## config.mk

```make
export PLATFORM = sky130hd
export DESIGN_NAME = mili_seq_detector
export DESIGN_NICKNAME = d
export VERILOG_FILES = /design/src/rtl/mili_pkg.sv /design/src/rtl/mili_fail_calc.sv /design/src/rtl/mili_seq_detector.sv
export SDC_FILE = /design/constraint.sdc
export NUM_CORES = 1
export LEC_CHECK = 0
export BUFFER_PORTS_ARGS = -buffer_cell sky130_fd_sc_hd__buf_2
export CAP_MARGIN = 5
export CORE_MARGIN = 5
export CORE_UTILIZATION = 50
export CTS_CLUSTER_DIAMETER = 200
export DETAILED_ROUTE_END_ITERATION = 8
export GPL_ROUTABILITY_DRIVEN = 1
export PLACE_DENSITY = 0.68
export RECOVER_POWER = 25
export SETUP_SLACK_MARGIN = 0.02
export SYNTH_ARGS = -nofsm -noshare
export SYNTH_HDL_FRONTEND = slang
export SYNTH_SLANG_ARGS = --single-unit
```

## constraint.sdc

```tcl
create_clock -name clk -period 4.2 [get_ports clk]
set_input_delay 0.21 -clock clk [delete_from_list [all_inputs] [get_ports clk]]
set_output_delay 0.21 -clock clk [all_outputs]
set_load 0.02 [all_outputs]
```

## src/rtl/mili_pkg.sv

```systemverilog
// Shared sizing helpers and reset defaults for the serial sequence detector.
package mili_pkg;

    localparam int              DEF_PAT_W    = 4;
    localparam logic [3:0]      DEF_PAT_INIT = 4'b1011;
    localparam int              DEF_CNT_W    = 8;

    // Width of the matched-prefix state; never below one bit.
    function automatic int state_w(input int pat_w);
        return (pat_w < 3) ? 1 : $clog2(pat_w);
    endfunction

endpackage

```

## src/rtl/mili_fail_calc.sv

```systemverilog
// Next-state computation for the detector: partial hit, full match (overlap
// border or restart) and mismatch fallback to the longest re-usable prefix.
module mili_fail_calc
    import mili_pkg::*;
#(
    parameter int PAT_W = DEF_PAT_W,
    parameter int SW    = state_w(PAT_W)
) (
    input  logic [PAT_W-1:0] pat,
    input  logic [SW-1:0]    k,
    input  logic             a,
    input  logic             overlap,
    output logic [SW-1:0]    next_state
);

    int               kk;
    logic             exp_bit;
    logic             hit;
    logic             at_last;
    logic [PAT_W-1:0] seq;

    // True when the last len bits of s[0..last] equal the first len pattern bits.
    function automatic logic tail_matches(input logic [PAT_W-1:0] s,
                                          input logic [PAT_W-1:0] p,
                                          input int last, input int len);
        logic ok;
        ok = 1'b1;
        for (int m = 0; m < PAT_W; m++)
            for (int j = 0; j < PAT_W; j++)
                if (m < len && j == last + 1 - len + m && s[j] != p[PAT_W-1-m])
                    ok = 1'b0;
        return ok;
    endfunction

    always_comb kk = int'(k);

    always_comb begin
        exp_bit = 1'b0;
        for (int j = 0; j < PAT_W; j++)
            if (j == kk) exp_bit = pat[PAT_W-1-j];
    end

    assign hit     = (a == exp_bit);
    assign at_last = (k == SW'(PAT_W - 1));

    // seq[0..kk] is the received string: the matched prefix followed by a.
    always_comb begin
        seq = '0;
        for (int j = 0; j < PAT_W; j++) begin
            if (j < kk)
                seq[j] = pat[PAT_W-1-j];
            else if (j == kk)
                seq[j] = a;
        end
    end

    always_comb begin
        next_state = '0;
        if (hit && !at_last)
            next_state = k + SW'(1);
        else if (hit && !overlap)
            next_state = '0;
        else
            for (int len = 1; len < PAT_W; len++)
                if (len <= kk && tail_matches(seq, pat, kk, len))
                    next_state = SW'(len);
    end

endmodule

```

## src/rtl/mili_seq_detector.sv

```systemverilog
// Mealy serial sequence detector with runtime-loadable pattern, selectable
// overlap mode and a saturating match counter.
module mili_seq_detector
    import mili_pkg::*;
#(
    parameter int               PAT_W    = DEF_PAT_W,
    parameter logic [PAT_W-1:0] PAT_INIT = PAT_W'(DEF_PAT_INIT),
    parameter int               CNT_W    = DEF_CNT_W
) (
    input  logic                      clk,
    input  logic                      rst,
    input  logic                      en,
    input  logic                      a,
    input  logic                      load,
    input  logic [PAT_W-1:0]          pat_in,
    input  logic                      overlap,
    input  logic                      clr_cnt,
    output logic                      y,
    output logic [state_w(PAT_W)-1:0] state_o,
    output logic [CNT_W-1:0]          match_cnt,
    output logic                      cnt_sat
);

    localparam int              SW   = state_w(PAT_W);
    localparam logic [SW-1:0]   LAST = SW'(PAT_W - 1);

    logic [PAT_W-1:0] pat_r;
    logic [SW-1:0]    state_r;
    logic [SW-1:0]    state_nxt;
    logic [CNT_W-1:0] cnt_r;

    function automatic logic [CNT_W-1:0] sat_inc(input logic [CNT_W-1:0] v);
        return (&v) ? v : v + CNT_W'(1);
    endfunction

    mili_fail_calc #(
        .PAT_W (PAT_W),
        .SW    (SW)
    ) u_fail_calc (
        .pat        (pat_r),
        .k          (state_r),
        .a          (a),
        .overlap    (overlap),
        .next_state (state_nxt)
    );

    // Match is flagged on the final bit itself, gated off by reset and reload.
    assign y = en & ~rst & ~load & (state_r == LAST) & (a == pat_r[0]);

    always_ff @(posedge clk) begin
        if (rst) begin
            pat_r   <= PAT_INIT;
            state_r <= '0;
        end else if (load) begin
            pat_r   <= pat_in;
            state_r <= '0;
        end else if (en) begin
            state_r <= state_nxt;
        end
    end

    always_ff @(posedge clk) begin
        if (rst)
            cnt_r <= '0;
        else if (clr_cnt)
            cnt_r <= '0;
        else if (y)
            cnt_r <= sat_inc(cnt_r);
    end

    assign state_o   = state_r;
    assign match_cnt = cnt_r;
    assign cnt_sat   = &cnt_r;

endmodule
```

-- Yosys cells after proc, flatten, opt, wreduce, memory -nomap -nowiden
Cells that the tools add are included.
- flip-flop bits (word level): 14
- latch bits: 0
- bits in writable memories: 0
- bits in read-only memories: 0
- input port bits: 11
- output and inout port bits: 12
- word-level logic and storage cells: 151
- memories kept: 0
- add/subtract/negate cells: 9
- $mul: 0
- div/mod/pow operators: 0
- magnitude comparators: 7
- eq/ne operators: 36
- shift operators: 0
- multiplexer cells: 47
- bitwise operators: 7
- reductions and logical operators: 42
- operators with widths (cell ; number):
    == test 3 x 32 -> 1 bit (first input constant) ; 12
    zero test 32 bit ; 7
    == test 2 x 32 -> 1 bit (first input constant) ; 6
    adder 32 x 2 -> 32 bit (second input constant) ; 2
    subtractor 32 x 3 -> 32 bit (second input constant) ; 2
    two-way mux 1 bit ; 43
    adder 32 x 3 -> 32 bit (second input constant) ; 1
    subtractor 32 x 2 -> 32 bit (second input constant) ; 1
    logical AND 1 bit ; 29
    != test 1 bit ; 12
    adder 8 x 1 -> 8 bit (second input constant) ; 1
    two-way mux 2 bit ; 4
    AND reduction 8 bit ; 1
    bitwise AND 1 bit ; 4
    == test 2 bit (first input constant) ; 2
    less-or-equal comparator 2 bit (first input constant) ; 2
    less-than comparator 1 x 2 -> 1 bit (first input constant) ; 2
    less-than comparator 2 bit (first input constant) ; 2
    OR reduction 2 bit ; 2
    adder 2 x 1 -> 3 bit (second input constant) ; 1
    inverter 1 bit ; 3
    adder 2 x 1 -> 2 bit (second input constant) ; 1
    == test 1 bit ; 2
    == test 1 x 2 -> 1 bit (first input constant) ; 1
    4 further kinds ; 5

-- Longest topological paths before layout
Gate-level depths: netlist (run 1).
- depth after elaboration: 23
- depth in mapped cells: 10
- gate-level depth less buffers: 10

-- By module
From an unflattened synthesis (run 1), not the netlist that was laid out.
- cells, all modules: 177
- area total of the unflattened synthesis: 1405.1 µm²
- by module, submodules not included (module ; instances ; cells an instance ; area an instance (µm²) ; seq. area each (µm²)):
    mili_fail_calc ; 1 ; 104 ; 749.5 ; 0.0
    mili_seq_detector ; 1 ; 73 ; 655.6 ; 280.3

-- Worst setup path after synthesis (run 1)
OpenSTA, ideal clock, no wires.
- path type: reg2reg
- from: reg state_r[1], in the netlist state_o[1]
- to: reg state_r[1], in the netlist state_o[1]
- library setup time: 0.123 ns
- arrival time: 2.416 ns
- data required time: 4.077 ns
- slack: 1.661 ns
- cell stages (with the launch flop): 11
- path buffers: 1
- period minus slack after synthesis: 2.539 ns
- cells stage by stage: dfxtp_1 > ha_1 > clkbuf_1 > inv_1 > ha_1 > nor2b_1 > o21ai_0 > a32o_1 > a21o_1 > a221oi_1 > nor2_1
- cells in the longest elaborated chain, start to end: 23
- elaborated cells on any way between the ends: 116
- those cells by class: add/sub: 7; order compare: 6; eq/ne: 32; mux: 40; reduce/logical: 31
- ends and longest elaborated chain (element ; line ; source):
    start, declared ; mili_seq_detector.sv:28 ; logic [SW-1:0] state_r;
    start signal, assigned ; mili_seq_detector.sv:58 ; state_r <= state_nxt;
    parallel branches: the longest is 22 deep, another holds subtractor 32 x 3 -> 32 bit ; -- ;
    two-way mux 2 bit (*) ; mili_fail_calc.sv:59 ; if (hit && !at_last)
Every way passes the cells marked *. The select of a mux whose other input is x is not followed.
A chain may end at the register's enable or synchronous reset.

-- Worst setup path in the final report (run 1)
Same ends and word-level chain as after synthesis.

==> results_dict.tcl, run 1 <==
set metrics [dict create \
    outcome "finished, final reports clean" \
    crit_path_end_kind "register" \
    clkSlewWorstSetupHoldPaths_ns 0.08 \
    register_area_um2 280 \
    yosys_most_used_dff "dfxtp_1" \
    port_buffers 22 \
    area_delta_synth_final_pct 7.55 \
    post_cts_buffers 0 \
    crit_chain "ha_1 > inv_1 > ha_1 > nor2b_1 > o21ai_0 > a32o_1 > a21o_1 > a221oi_1 > nor2_1" \
    slowest_stage "dfxtp_1" \
    drive_above_1_share_pct 13.1 \
    cts_tree "built" \
    die_height_um 63.1 \
    row_count 19 \
    multi_input_area_mm2 0.00102 \
    path_buf_inv 1 \
    routed_wl_um 3350 \
    grt_max_degree 27 \
    avgSynthCellArea_um2 7.45 \
    async_flop_share_pct 0 \
    crit_family "adder cells" \
    setup_viol 0 \
    final_cell_mix "buf_2 (18), nand2_1 (16), nor2_1 (15)" \
    holdBufCountCts 0 \
    power.density_mw_per_mm2 210 \
    grt_pass1_wl_um 5840 \
    synth-seq-cells 14 \
    final.min_clock_period_ns 2.91 \
    io_pins 23 \
    ys_warn_count 0 \
    final_common_cell "buf_2" \
    finClkSkew_ns 0.00140 \
    htreeDepth 1 \
    critical_path_required_ns 4.37 \
    cts.sinks 14 \
    track_usage_pct 17.6 \
    yosysSeqAreaShare_pct 19.9 \
    hp-class "in2reg" \
    final_core_utilization_pct 55.4 \
    p_leak_nw 0.585 \
    worst_pin_slew_ns 0.801 \
    die_area_mm2 0.00398 \
    max_freq_mhz 343 \
    cp_slowest_stage_delay_ns 0.68 \
    drc 0 \
    cts_buffers 3 \
    antenna_found_initial 0 \
    routed-via-count 1404 \
    grt_pass1_vias 1300 \
    final_nets 221 \
    critPathKind "reg2reg" \
    antenna_left 0 \
    clk_latency_ns 0.28 \
    synthCells 189 \
    hpwl_um 2510 \
    cts_resized 0 \
    clock_path_buffers 2 \
    slew_headroom_pct 46.5 \
    drt_pass1_iterations 4 \
    grt_overflow 0 \
    synth_edf_count 0 \
    nFillCells 264 \
    fin_setup_tns_ns 0 \
    dr.first_iter.drc_count 64 \
    drt-vias-per-instance 6.10 \
    vdd_drop_max_v 0.000217 \
    root_buffer "clkbuf_4" \
    core_mm2 0.00273 \
    syn_area_mm2 0.00141 \
    cp_max_fo 17 \
    rsz0062_at_grt "false" \
    yosysUniqueCellTypes 50 \
    maxCapViolCount 0 \
    worst_ep_arrival_time_ns 3.08 \
    crit_top_cell "ha_1" \
    finalHoldViolCount 0 \
    slew_violations 0 \
    wl_per_cell_um 14.5 \
    syn_nets 210 \
    cp-start-kind "register" \
    diodes 0 \
    die_x_um 63.1 \
    finalCritPeriodShare_pct 69.4 \
    gp_congestion 0.869 \
    start_util_pct 51.5 \
]
[routing by layer]
layer | wire length, um | vias to the layer above | GRT usage, %
met5 | 0 | - | 0
met4 | 46 | 0 | 6.90
met3 | 160 | 6 | 4.80
met2 | 1680 | 49 | 28.1
met1 | 1460 | 648 | 22.3
li1 | - | 701 | -
[worst reg2reg max path: cells and delay by family, from the launching register on]
kind | cells | cell delay (ns)
fa+ha+maj | 2 | 0.88
flops | 1 | 0.68
simple gates | 2 | 0.26
compound gates | 4 | 0.87
buf+inv | 1 | 0.13
[final timing paths]
| check | startpoint | to | slack (ns) | depth (start not counted) |
|---|---|---|---|---|
| worst max-delay path | state_o[1] | state_o[1] | 1.29 | 9 |
| worst min-delay path | rst | pat_r[2] | 0.13 | 2 |
| worst min register to register | match_cnt[6] | match_cnt[6] | 0.51 | 1 |
| worst max register to register | state_o[1] | state_o[1] | 1.29 | 9 |
[cells by family after synthesis]
logic type                 Yosys count  synth area share [%]
and+or+nand+nor                     70                  26.0
AOI/OAI and AO/OA                   52                  25.8
buffers and inverters               26                  7.90
DFF                                 14                  19.9
xor gates and xnor gates            12                  7.99
adders and majority gates           10                  8.88
muxes                                5                  3.55
[power by group]
part | internal [W] | switching (W) | total (W)
sequential | 0.000136 | 0.0000112 | 0.000147
clock | 0.0000527 | 0.0000444 | 0.0000971
combinational | 0.0000336 | 0.0000399 | 0.0000735
[stage by stage]
step	std cells	power, W	cell area (um2)	hold slack (ns)	setup slack [ns]
floorplan	189	0.000206	1410	0.282	1.66
global placement	226	0.000221	1480	0.420	1.51
detailed placement	226	0.000223	1480	0.423	1.35
CTS	230	0.000321	1520	0.121	1.34
global route	230	0.000341	1520	0.116	1.05
finish	230	0.000318	1520	0.128	1.29
[cell type report]
class	instances	share of cell area (%)
clock buffers	4	2.39
inverters	10	2.48
multi-input cells	149	67.1
flip-flops and latches	14	18.5
well taps	31	2.56
repair buffers	22	6.94
[flip-flops by register name (all words and copies together), names as in the netlist]
name       flops
pat_r          4
match_cnt      8
state_o        2
[synthesized netlist by cell type, types with 2 or more instances]
cell,count,area share [%]
clkbuf_1,9,2.4
a21oi_1,10,3.6
nand2b_1,3,1.3
mux2i_1,5,3.6
nand3b_1,3,1.6
a21o_1,3,1.6
inv_1,10,2.7
xnor2_1,8,5.0
nor3b_1,2,1.1
dfxtp_1,14,20
nand3_1,9,3.2
nor2b_1,6,2.7
nor4_1,3,1.3
buf_2,5,1.8
and4_1,2,1.2
xor2_1,3,1.9
nand4_1,4,1.8
ha_1,10,8.9
a211oi_1,3,1.6
o221ai_1,3,1.9
nand2_1,16,4.3
nor3_1,2,0.71
nor2_1,15,4.0
and3b_1,2,1.2
o211ai_1,2,1.1
o31ai_1,2,1.1
o21ai_0,12,4.3
Power figures use the tool's default switching activity.
==> run 2: changes to the inputs <==
- ABC_AREA: default -> 1
- clock period: 4.2 -> 3 ns (I/O delays scaled with it)
==> run 2 against run 1 <==
  * Global-route usage increased by 2.4 points
  * Routed wire length decreased by 2.4%
  * Sequential power up 36%
  * Clock-buffer cell count did not move
  * Critical path depth grew 6
  * Synthesized cell count up 11%
  * Clock power rose by 42%
  * Clock skew up 0.0019 ns
  * Via count is 2.5% higher
  * Worst hold slack got worse by 0.052 ns
  * Largest power group unchanged
  * Combinational power grew 47%
==> results_dict.tcl, run 2 <==
set metrics [dict create \
    fin_setup_tns_ns 0 \
    grt_pass1_wl_um 5730 \
    grt_max_degree 14 \
    async_flop_share_pct 0 \
    finalCritPeriodShare_pct 70.5 \
    track_usage_pct 20.0 \
    synth_edf_count 0 \
    yosysUniqueCellTypes 30 \
    die_x_um 61.4 \
    clk_latency_ns 0.28 \
    drc 0 \
    drive_above_1_share_pct 19.3 \
    dr.first_iter.drc_count 169 \
    routed-wl-met2_um 1660 \
    row_count 18 \
    crit_path_end_kind "register" \
    setup_viol 0 \
    yosysTopAreaCellShare_pct 21.2 \
    slew_headroom_pct 77.3 \
    antenna_left 0 \
    cp_max_fo 12 \
    critPathKind "reg2reg" \
    met3WireLength_um 180 \
    routed-via-count 1439 \
    synth_top_area_cell "dfxtp_1" \
    drt_pass1_iterations 4 \
    gp_congestion 0.974 \
    wl_met1_um 1310 \
    final_cell_mix "nand2_1 (58), nand3_1 (38), inv_1 (25)" \
    slew_violations 0 \
    wl_per_cell_um 12.4 \
    syn_nets 231 \
    synthCells 210 \
    synthTopCellsByCount "nand2_1 (58), nand3_1 (38), inv_1 (22)" \
    start_util_pct 52.9 \
    final_nets 255 \
    final.min_clock_period_ns 2.11 \
    post_cts_buffers 0 \
    grt_overflow 0 \
    drt-vias-per-instance 5.47 \
    hp-class "in2reg" \
    nFillCells 256 \
    holdBufCountCts 0 \
    synth-seq-cells 14 \
    ys_warn_count 0 \
    finClkSkew_ns 0.00328 \
    area_delta_synth_final_pct 11.8 \
    critical_path_required_ns 3.18 \
    htreeDepth 1 \
    port_buffers 22 \
    top_layer "met4" \
    root_buffer "clkbuf_4" \
    io_pins 23 \
    cts.sinks 14 \
    finalHoldViolCount 0 \
    cts_buffers 3 \
    cp-start-kind "register" \
    clkSlewWorstSetupHoldPaths_ns 0.09 \
    total_power_w 0.000446 \
    max_freq_mhz 473 \
    clock_path_buffers 2 \
    final_core_utilization_pct 59.2 \
    power.density_mw_per_mm2 302 \
    maxCapViolCount 0 \
    cts_tree "built" \
    final_common_cell "nand2_1" \
    yosysMostFrequentCell "nand2_1" \
    crit_top_cell "nand2_1" \
    hpwl_um 2640 \
    grt_pass1_vias 1369 \
    die_area_mm2 0.00377 \
    largest_reg_flops 8 \
    crit_chain "ha_1 > buf_4 > inv_1 > ha_1 > inv_1 > nor2_1 > nand3_1 > nand3_1 > nand2_1 > nand2_1 > nor2_1 > nand2_1 > nand2_1 > nand2_1 > a21oi_2" \
    p_leak_nw 0.701 \
    yosys_most_used_dff "dfxtp_1" \
    synth_area_leaders "dfxtp_1 (21%), nand2_1 (16%), nand3_1 (14%)" \
    worst_pin_slew_ns 0.340 \
    antenna_found_initial 0 \
    slowest_stage "dfxtp_1" \
    worst_ep_arrival_time_ns 2.29 \
    rsz0062_at_grt "false" \
    cts_resized 0 \
    cp_slowest_stage_delay_ns 0.51 \
    die_height_um 61.4 \
    diodes 0 \
    yosysSeqAreaShare_pct 21.2 \
    outcome "finished, final reports clean" \
    vdd_drop_max_v 0.000255 \
    avgSynthCellArea_um2 6.30 \
    syn_area_mm2 0.00132 \
    core_mm2 0.00250 \
    routed_wl_um 3270 \
]
run 2: changes by cell type after synthesis, moves of 5 or more:
cell / previous run / this run
inv_2: 0 / 7
nand2_1: 16 / 58
nor2b_1: 6 / 0
clkbuf_1: 9 / 0
inv_1: 10 / 22
nor2_1: 15 / 8
mux2i_1: 5 / 0
xnor2_1: 8 / 0
nand3_1: 9 / 38
run 2: path summary, 6_finish.rpt:
path / startpoint / to / slack (ns) / depth (start not counted)
hold / removal: pat_in[3] / pat_r[3] / 0.08 / 3
setup reg to reg: state_o[1] / state_o[1] / 0.89 / 15
setup / recovery: state_o[1] / state_o[1] / 0.89 / 15
hold reg to reg: match_cnt[4] / match_cnt[4] / 0.49 / 2
run 2: where the power goes:
| group | leakage (nW) | switching, W | internal [W] |
|---|---|---|---|
| registers | 0.114 | 0.00000977 | 0.000191 |
| logic | 0.566 | 0.0000697 | 0.0000382 |
| clock network | 0.0210 | 0.0000641 | 0.0000739 |
run 2: cell families after synthesis:
kind of cell,after synthesis,synth area share (%)
and+or+nand+nor,126,47.3
buffers and inverters,34,11.1
AOI/OAI and AO/OA,25,10.3
DFF,14,21.2
adders and majority gates,10,9.46
xor gates and xnor gates,1,0.662
run 2: area by class of cell:
cell class,count,area [um2],share of cell area (%)
Inverter,30,114,7.70
Tap cell,30,37.5,2.54
Timing Repair Buffer,23,115,7.78
Clock buffer,4,36.3,2.45
Sequential cell,14,280,19.0
Multi-Input combinational cell,162,896,60.6
run 2: per-stage QoR:
| step | hold slack (ns) | std cells | worst slack [ns] | instance area (um2) |
|---|---|---|---|---|
| after floorplan | 0.250 | 210 | 0.901 | 1320 |
| after global placement | 0.368 | 259 | 0.993 | 1450 |
| after detailed placement | 0.368 | 259 | 0.901 | 1450 |
| after CTS | 0.0748 | 263 | 0.883 | 1480 |
| after global routing | 0.0973 | 263 | 0.678 | 1480 |
| final | 0.0760 | 263 | 0.886 | 1480 |
run 2: routing by layer:
metal	track usage, %	vias up
met5	0	-
met4	10.6	0
li1	-	735
met2	35.2	58
met1	23.7	635
met3	2.31	11
run 2: critical path, delay by kind of cell, from the launching register on:
| family | cells | cell delay [ns] |
|---|---|---|
| and+or+nand+nor | 9 | 0.63 |
| DFF | 1 | 0.51 |
| adders and majority gates | 2 | 0.49 |
| buffers and inverters | 3 | 0.32 |
| AOI/OAI and AO/OA | 1 | 0.05 |
